File: config.mk
export PLATFORM = sky130hd
export DESIGN_NAME = fifo_axis_reader_flat
export DESIGN_NICKNAME = d
export VERILOG_FILES = /design/src/rtl/fifo_axis_reader_if.sv /design/src/rtl/fifo_axis_reader.sv /design/src/flat_wrapper.sv
export SDC_FILE = /design/constraint.sdc
export NUM_CORES = 1
export LEC_CHECK = 0
export CORE_ASPECT_RATIO = 2
export CORE_MARGIN = 4
export CORE_UTILIZATION = 26
export DETAILED_ROUTE_END_ITERATION = 10
export SLEW_MARGIN = 20
export SYNTH_ARGS = -nofsm -noshare
export SYNTH_HDL_FRONTEND = slang
export SYNTH_SLANG_ARGS = --single-unit
File: constraint.sdc
create_clock -name i_clk -period 10.07 [get_ports i_clk]
set_input_delay 3.021 -clock i_clk [delete_from_list [all_inputs] [get_ports i_clk]]
set_output_delay 3.021 -clock i_clk [all_outputs]
set_load 0.02 [all_outputs]
File: src/rtl/fifo_axis_reader_if.sv
// AXI4-Stream bundle driven by fifo_axis_reader.
// The master modport is the stream source, slave is the consumer.
interface fifo_axis_reader_if #(
    parameter int DATA_WIDTH = 8
);
    logic [DATA_WIDTH-1:0] m_axis_tdata;
    logic                  m_axis_tvalid;
    logic                  m_axis_tready;
    logic                  m_axis_tlast;

    modport master (
        output m_axis_tdata,
        output m_axis_tvalid,
        output m_axis_tlast,
        input  m_axis_tready
    );

    modport slave (
        input  m_axis_tdata,
        input  m_axis_tvalid,
        input  m_axis_tlast,
        output m_axis_tready
    );
endinterface

File: src/rtl/fifo_axis_reader.sv
// Drains a FWFT FIFO into an AXI4-Stream master with fixed-length framing.
// A two-slot buffer keeps tready off the FIFO pop path at full rate.
module fifo_axis_reader #(
    parameter int DATA_WIDTH = 8,
    parameter int LEN_WIDTH  = 16
) (
    input  logic                  i_clk,
    input  logic                  i_s_rst,
    input  logic                  i_enable,
    input  logic [LEN_WIDTH-1:0]  i_packet_len,
    output logic                  o_fifo_rd_en,
    input  logic [DATA_WIDTH-1:0] i_fifo_rd_data,
    input  logic                  i_fifo_empty,
    fifo_axis_reader_if.master    m_axis,
    output logic                  o_packet_done,
    output logic                  o_busy
);

    logic [DATA_WIDTH-1:0] slot0_q, slot0_d;
    logic [DATA_WIDTH-1:0] slot1_q, slot1_d;
    logic [1:0]            occ_q, occ_d;
    logic [LEN_WIDTH-1:0]  beat_cnt_q, beat_cnt_d;
    logic [LEN_WIDTH-1:0]  len_q, len_d;
    logic                  done_q, done_d;

    logic                  pop;
    logic                  hs;
    logic                  tvalid;
    logic                  tlast;
    logic [LEN_WIDTH-1:0]  len_sel;
    logic [LEN_WIDTH-1:0]  eff_len;

    assign pop    = i_enable & ~i_fifo_empty & (occ_q != 2'd2) & ~i_s_rst;
    assign tvalid = (occ_q != 2'd0);
    assign hs     = tvalid & m_axis.m_axis_tready;

    // Live length is only consulted before the first beat is accepted.
    assign len_sel = (beat_cnt_q == '0) ? i_packet_len : len_q;
    assign eff_len = (len_sel == '0) ? LEN_WIDTH'(1) : len_sel;
    assign tlast   = tvalid & (beat_cnt_q == eff_len - LEN_WIDTH'(1));

    always_comb begin
        slot0_d = slot0_q;
        slot1_d = slot1_q;
        occ_d   = occ_q;
        case ({pop, hs})
            2'b10: begin
                if (occ_q == 2'd0) slot0_d = i_fifo_rd_data;
                else               slot1_d = i_fifo_rd_data;
                occ_d = occ_q + 2'd1;
            end
            2'b01: begin
                slot0_d = slot1_q;
                occ_d   = occ_q - 2'd1;
            end
            2'b11: begin
                if (occ_q == 2'd1) begin
                    slot0_d = i_fifo_rd_data;
                end else begin
                    slot0_d = slot1_q;
                    slot1_d = i_fifo_rd_data;
                end
            end
            default: ;
        endcase
    end

    always_comb begin
        beat_cnt_d = beat_cnt_q;
        len_d      = len_q;
        done_d     = hs & tlast;
        if (hs) begin
            if (beat_cnt_q == '0) len_d = eff_len;
            beat_cnt_d = tlast ? '0 : beat_cnt_q + LEN_WIDTH'(1);
        end
    end

    always_ff @(posedge i_clk) begin
        if (i_s_rst) begin
            slot0_q    <= '0;
            slot1_q    <= '0;
            occ_q      <= 2'd0;
            beat_cnt_q <= '0;
            len_q      <= '0;
            done_q     <= 1'b0;
        end else begin
            slot0_q    <= slot0_d;
            slot1_q    <= slot1_d;
            occ_q      <= occ_d;
            beat_cnt_q <= beat_cnt_d;
            len_q      <= len_d;
            done_q     <= done_d;
        end
    end

    assign o_fifo_rd_en         = pop;
    assign m_axis.m_axis_tdata  = slot0_q;
    assign m_axis.m_axis_tvalid = tvalid;
    assign m_axis.m_axis_tlast  = tlast;
    assign o_packet_done        = done_q;
    assign o_busy               = tvalid | (beat_cnt_q != '0);

endmodule

File: src/flat_wrapper.sv
// flat-port wrapper written by rule: the top's interface ports become plain ports
module fifo_axis_reader_flat 
#(
    parameter int DATA_WIDTH = 8,
    parameter int LEN_WIDTH  = 16
)
  (i_clk, i_s_rst, i_enable, i_packet_len, o_fifo_rd_en, i_fifo_rd_data, i_fifo_empty, o_packet_done, o_busy, m_axis_m_axis_tdata, m_axis_m_axis_tvalid, m_axis_m_axis_tlast, m_axis_m_axis_tready);
  fifo_axis_reader_if #(.DATA_WIDTH(DATA_WIDTH)) m_axis_i ();
  input  logic i_clk;
  input  logic i_s_rst;
  input  logic i_enable;
  input  logic [LEN_WIDTH-1:0] i_packet_len;
  output logic o_fifo_rd_en;
  input  logic [DATA_WIDTH-1:0] i_fifo_rd_data;
  input  logic i_fifo_empty;
  output logic o_packet_done;
  output logic o_busy;
  output wire logic [$bits(m_axis_i.m_axis_tdata)-1:0] m_axis_m_axis_tdata;
  output wire logic [$bits(m_axis_i.m_axis_tvalid)-1:0] m_axis_m_axis_tvalid;
  output wire logic [$bits(m_axis_i.m_axis_tlast)-1:0] m_axis_m_axis_tlast;
  input wire logic [$bits(m_axis_i.m_axis_tready)-1:0] m_axis_m_axis_tready;
  assign m_axis_m_axis_tdata = m_axis_i.m_axis_tdata;
  assign m_axis_m_axis_tvalid = m_axis_i.m_axis_tvalid;
  assign m_axis_m_axis_tlast = m_axis_i.m_axis_tlast;
  assign m_axis_i.m_axis_tready = m_axis_m_axis_tready;
  fifo_axis_reader #(.DATA_WIDTH(DATA_WIDTH), .LEN_WIDTH(LEN_WIDTH)) u_core (.i_clk(i_clk), .i_s_rst(i_s_rst), .i_enable(i_enable), .i_packet_len(i_packet_len), .o_fifo_rd_en(o_fifo_rd_en), .i_fifo_rd_data(i_fifo_rd_data), .i_fifo_empty(i_fifo_empty), .m_axis(m_axis_i), .o_packet_done(o_packet_done), .o_busy(o_busy));
endmodule
==> flow_summary.json <==
{
  "status": "finished clean",
  "cap_viol_max_count": 0,
  "grt_setup_unrepaired": "false",
  "avgSynthCellArea_um2": 8.12,
  "leakage_nw": 1.60,
  "cts.root.buffer_cell": "clkbuf_16",
  "netlist_area_um2": 3490,
  "synth_fp_nets": 468,
  "ios": 42,
  "ir_worst_vdd_mv": 0.116,
  "drtIter0Drc": 237,
  "io_buffers": 41,
  "clock_latency_ns": 0.30,
  "htreeDepth": 2,
  "worstHoldPathType": "reg -> reg",
  "cp.required_ns": 7.05,
  "holdWs_ns": 0.476,
  "insertedDiodeCount": 0,
  "drive_gt1_share_pct": 13.6,
  "drcViolationCount": 0,
  "setup_slack_ns": 0.287,
  "power_per_cell_area_nw_per_um2": 232,
  "dpl.hpwl_um": 9360,
  "crit_path_end_kind": "primary output",
  "crit_chain": "clkdlybuf4s50_1 -> nor4_1 -> buf_4 -> nand3_1 -> mux2i_1 -> a21boi_1 -> ha_1 -> or4b_2 -> nor3_1 -> mux2i_1 -> or3_1 -> a22oi_2 -> nand4_2 -> nor3_1 -> dlygate4sd1_1",
  "grt_pass1_wl_um": 19100,
  "firstDrtPassIters": 4,
  "synth_area_leader_cell": "dfxtp_1",
  "via_per_inst": 5.48,
  "dp_slack_ns": -0.0564,
  "synth_ff_type": "dfxtp_1",
  "stdcell_area_um2": 4370,
  "wl_per_cell_um": 18.7,
  "cp_slowest_cell": "or4b_2",
  "arrival_ns": 6.76,
  "cp_slowest_stage_delay_ns": 0.65,
  "worstMarginPinSlew_ns": 1.00,
  "setup_viol": 0,
  "worstPathMaxFanout": 5,
  "grt_pass1_vias": 3634,
  "initial_core_util_pct": 26.7,
  "critPathLaunchType": "input port",
  "synth_top_area_share_pct": 29.2,
  "hold_viol": 0,
  "synth_commonest_cells": "nand2_1 (52), dfxtp_1 (51), nor2_1 (45), a21oi_1 (23), mux2i_1 (23)",
  "yosysSeqAreaShare_pct": 29.2,
  "yosysMostFrequentCell": "nand2_1",
  "overflow": 0,
  "dp.cells": 629,
  "dieHeight_um": 172,
  "max_freq_mhz": 102,
  "criticalPathCategory": "in -> out",
  "final_max_slew_viol_count": 0,
  "antenna_found_initial": 0,
  "grt_max_degree": 38,
  "row_count": 59,
  "clock_path_buffers": 2,
  "slew_headroom_pct": 32.9,
  "synth-edff-count": 0,
  "postCtsHoldBufs": 0,
  "min_period_ns": 9.78,
  "path_clk_slew_ns": 0.08,
  "syn_inst": 430,
  "fin_skew_ns": 0.00790,
  "synthArstFlopShare_pct": 0,
  "dieArea_um2": 15500,
  "synth_cell_types": 61,
  "ant_nets": 0,
  "core_um2": 13100,
  "cts_made_buffers": 5,
  "dpl_cell_area_um2": 4190,
  "gr-usage-all-layers_pct": 15.8,
  "nNetsFinal": 523,
  "fin_crit_sh_pct": 97.1,
  "synthTopCellsByArea": "dfxtp_1 (29%), mux2i_1 (6.6%), nand2_1 (5.6%)",
  "clock-sinks": 51,
  "vias": 3499,
  "place.gp.congestion": 0.960,
  "instances_no_fill": 638,
  "fp.dieW_um": 90.0,
  "yosysWarnings": 0,
  "routed_wirelength_um": 12000,
  "area_growth_pct": 25.1,
  "ys_ff_latch": 51,
  "cts_tree": "built"
}
final cells by class:
| type | instances | area [um^2] |
|---|---|---|
| Clock buffer | 5 | 125 |
| Clock inverter | 3 | 47.5 |
| Fill cell | 1352 | 8690 |
| Inverter | 14 | 52.6 |
| Multi-Input combinational cell | 345 | 2320 |
| Sequential cell | 51 | 1020 |
| Tap cell | 152 | 190 |
| Timing Repair Buffer | 68 | 612 |
where the power goes:
group,switching (W),internal (W)
combinational,0.000314,0.000224
sequential,0.0000383,0.000237
clock,0.0000837,0.000119
total,0.000436,0.000579
worst paths after layout:
path,from,depth (start not counted),slack [ns],end
worst max-delay path,i_packet_len[4],15,0.29,m_axis_m_axis_tlast
worst min register to register,u_core.len_q[8],2,0.48,u_core.len_q[8]
worst max register to register,u_core.beat_cnt_q[0],18,4.51,u_core.beat_cnt_q[5]
worst min-delay path,u_core.len_q[8],2,0.48,u_core.len_q[8]
registers in the layout, summed over array words and instances, names as in the netlist:
name	flops
u_core.beat_cnt_q	16
u_core.len_q	16
u_core.m_axis.m_axis_tdata	8
u_core.slot1_q	8
u_core.occ_q	2
u_core.o_packet_done	1
timing repair:
action | 4_1_cts | 5_1_grt
gates cloned | 0 | 0
resized for setup | 1 | 3
endpoints found under the hold margin | 0 | 0
setup endpoints to repair | 1 | 1
setup buffers | 0 | 0
layout by cell type (no fill, tap or decap), types with 10 or more instances in the layout:
cell             Yosys  routed
a21oi_1             23      23
a22oi_1             10      10
buf_4                2      27
clkdlybuf4s50_1      0      40
dfxtp_1             51      51
inv_1               13      13
mux2i_1             23      23
nand2_1             52      52
nand3_1             11      11
nor2_1              45      44
nor2_2              10      11
nor3_1              13      13
nor4_1              10      10
xnor2_1             19      19
xor2_1              16      16
routing by layer:
layer,global-route usage (%),vias up,wire length (um)
met5,0,-,0
met4,13.7,0,1130
met3,2.13,53,476
met2,30.6,133,6350
met1,14.2,1640,4000
li1,-,1673,-
critical path: cells and delay by family:
family | cells | cell delay [ns]
and+or+nand+nor | 7 | 1.79
buffers and inverters | 3 | 1.12
muxes | 2 | 0.21
AOI/OAI and AO/OA | 2 | 0.39
adders and majority gates | 1 | 0.22
through the flow:
stage,total power (W),setup TNS [ns],utilization [%]
after floorplan,0.000627,0,-
after global placement,0.000804,0,32.1
after detailed placement,0.000811,-0.0564,32.1
after CTS,0.00102,0,33.4
after global routing,0.00108,0,33.5
final,0.00102,0,33.5
cells by family (layout without fill, tap and decap cells):
group / count (synthesis) / in the layout / share of synthesized area (%)
compound gates: 79 / 79 / 16.5
xor+xnor: 35 / 35 / 8.77
fa+ha+maj: 9 / 9 / 3.22
buf+inv: 34 / 90 / 4.33
flops: 51 / 51 / 29.2
mux: 29 / 29 / 8.52
simple gates: 193 / 193 / 29.4
Power figures use the tool's default switching activity.
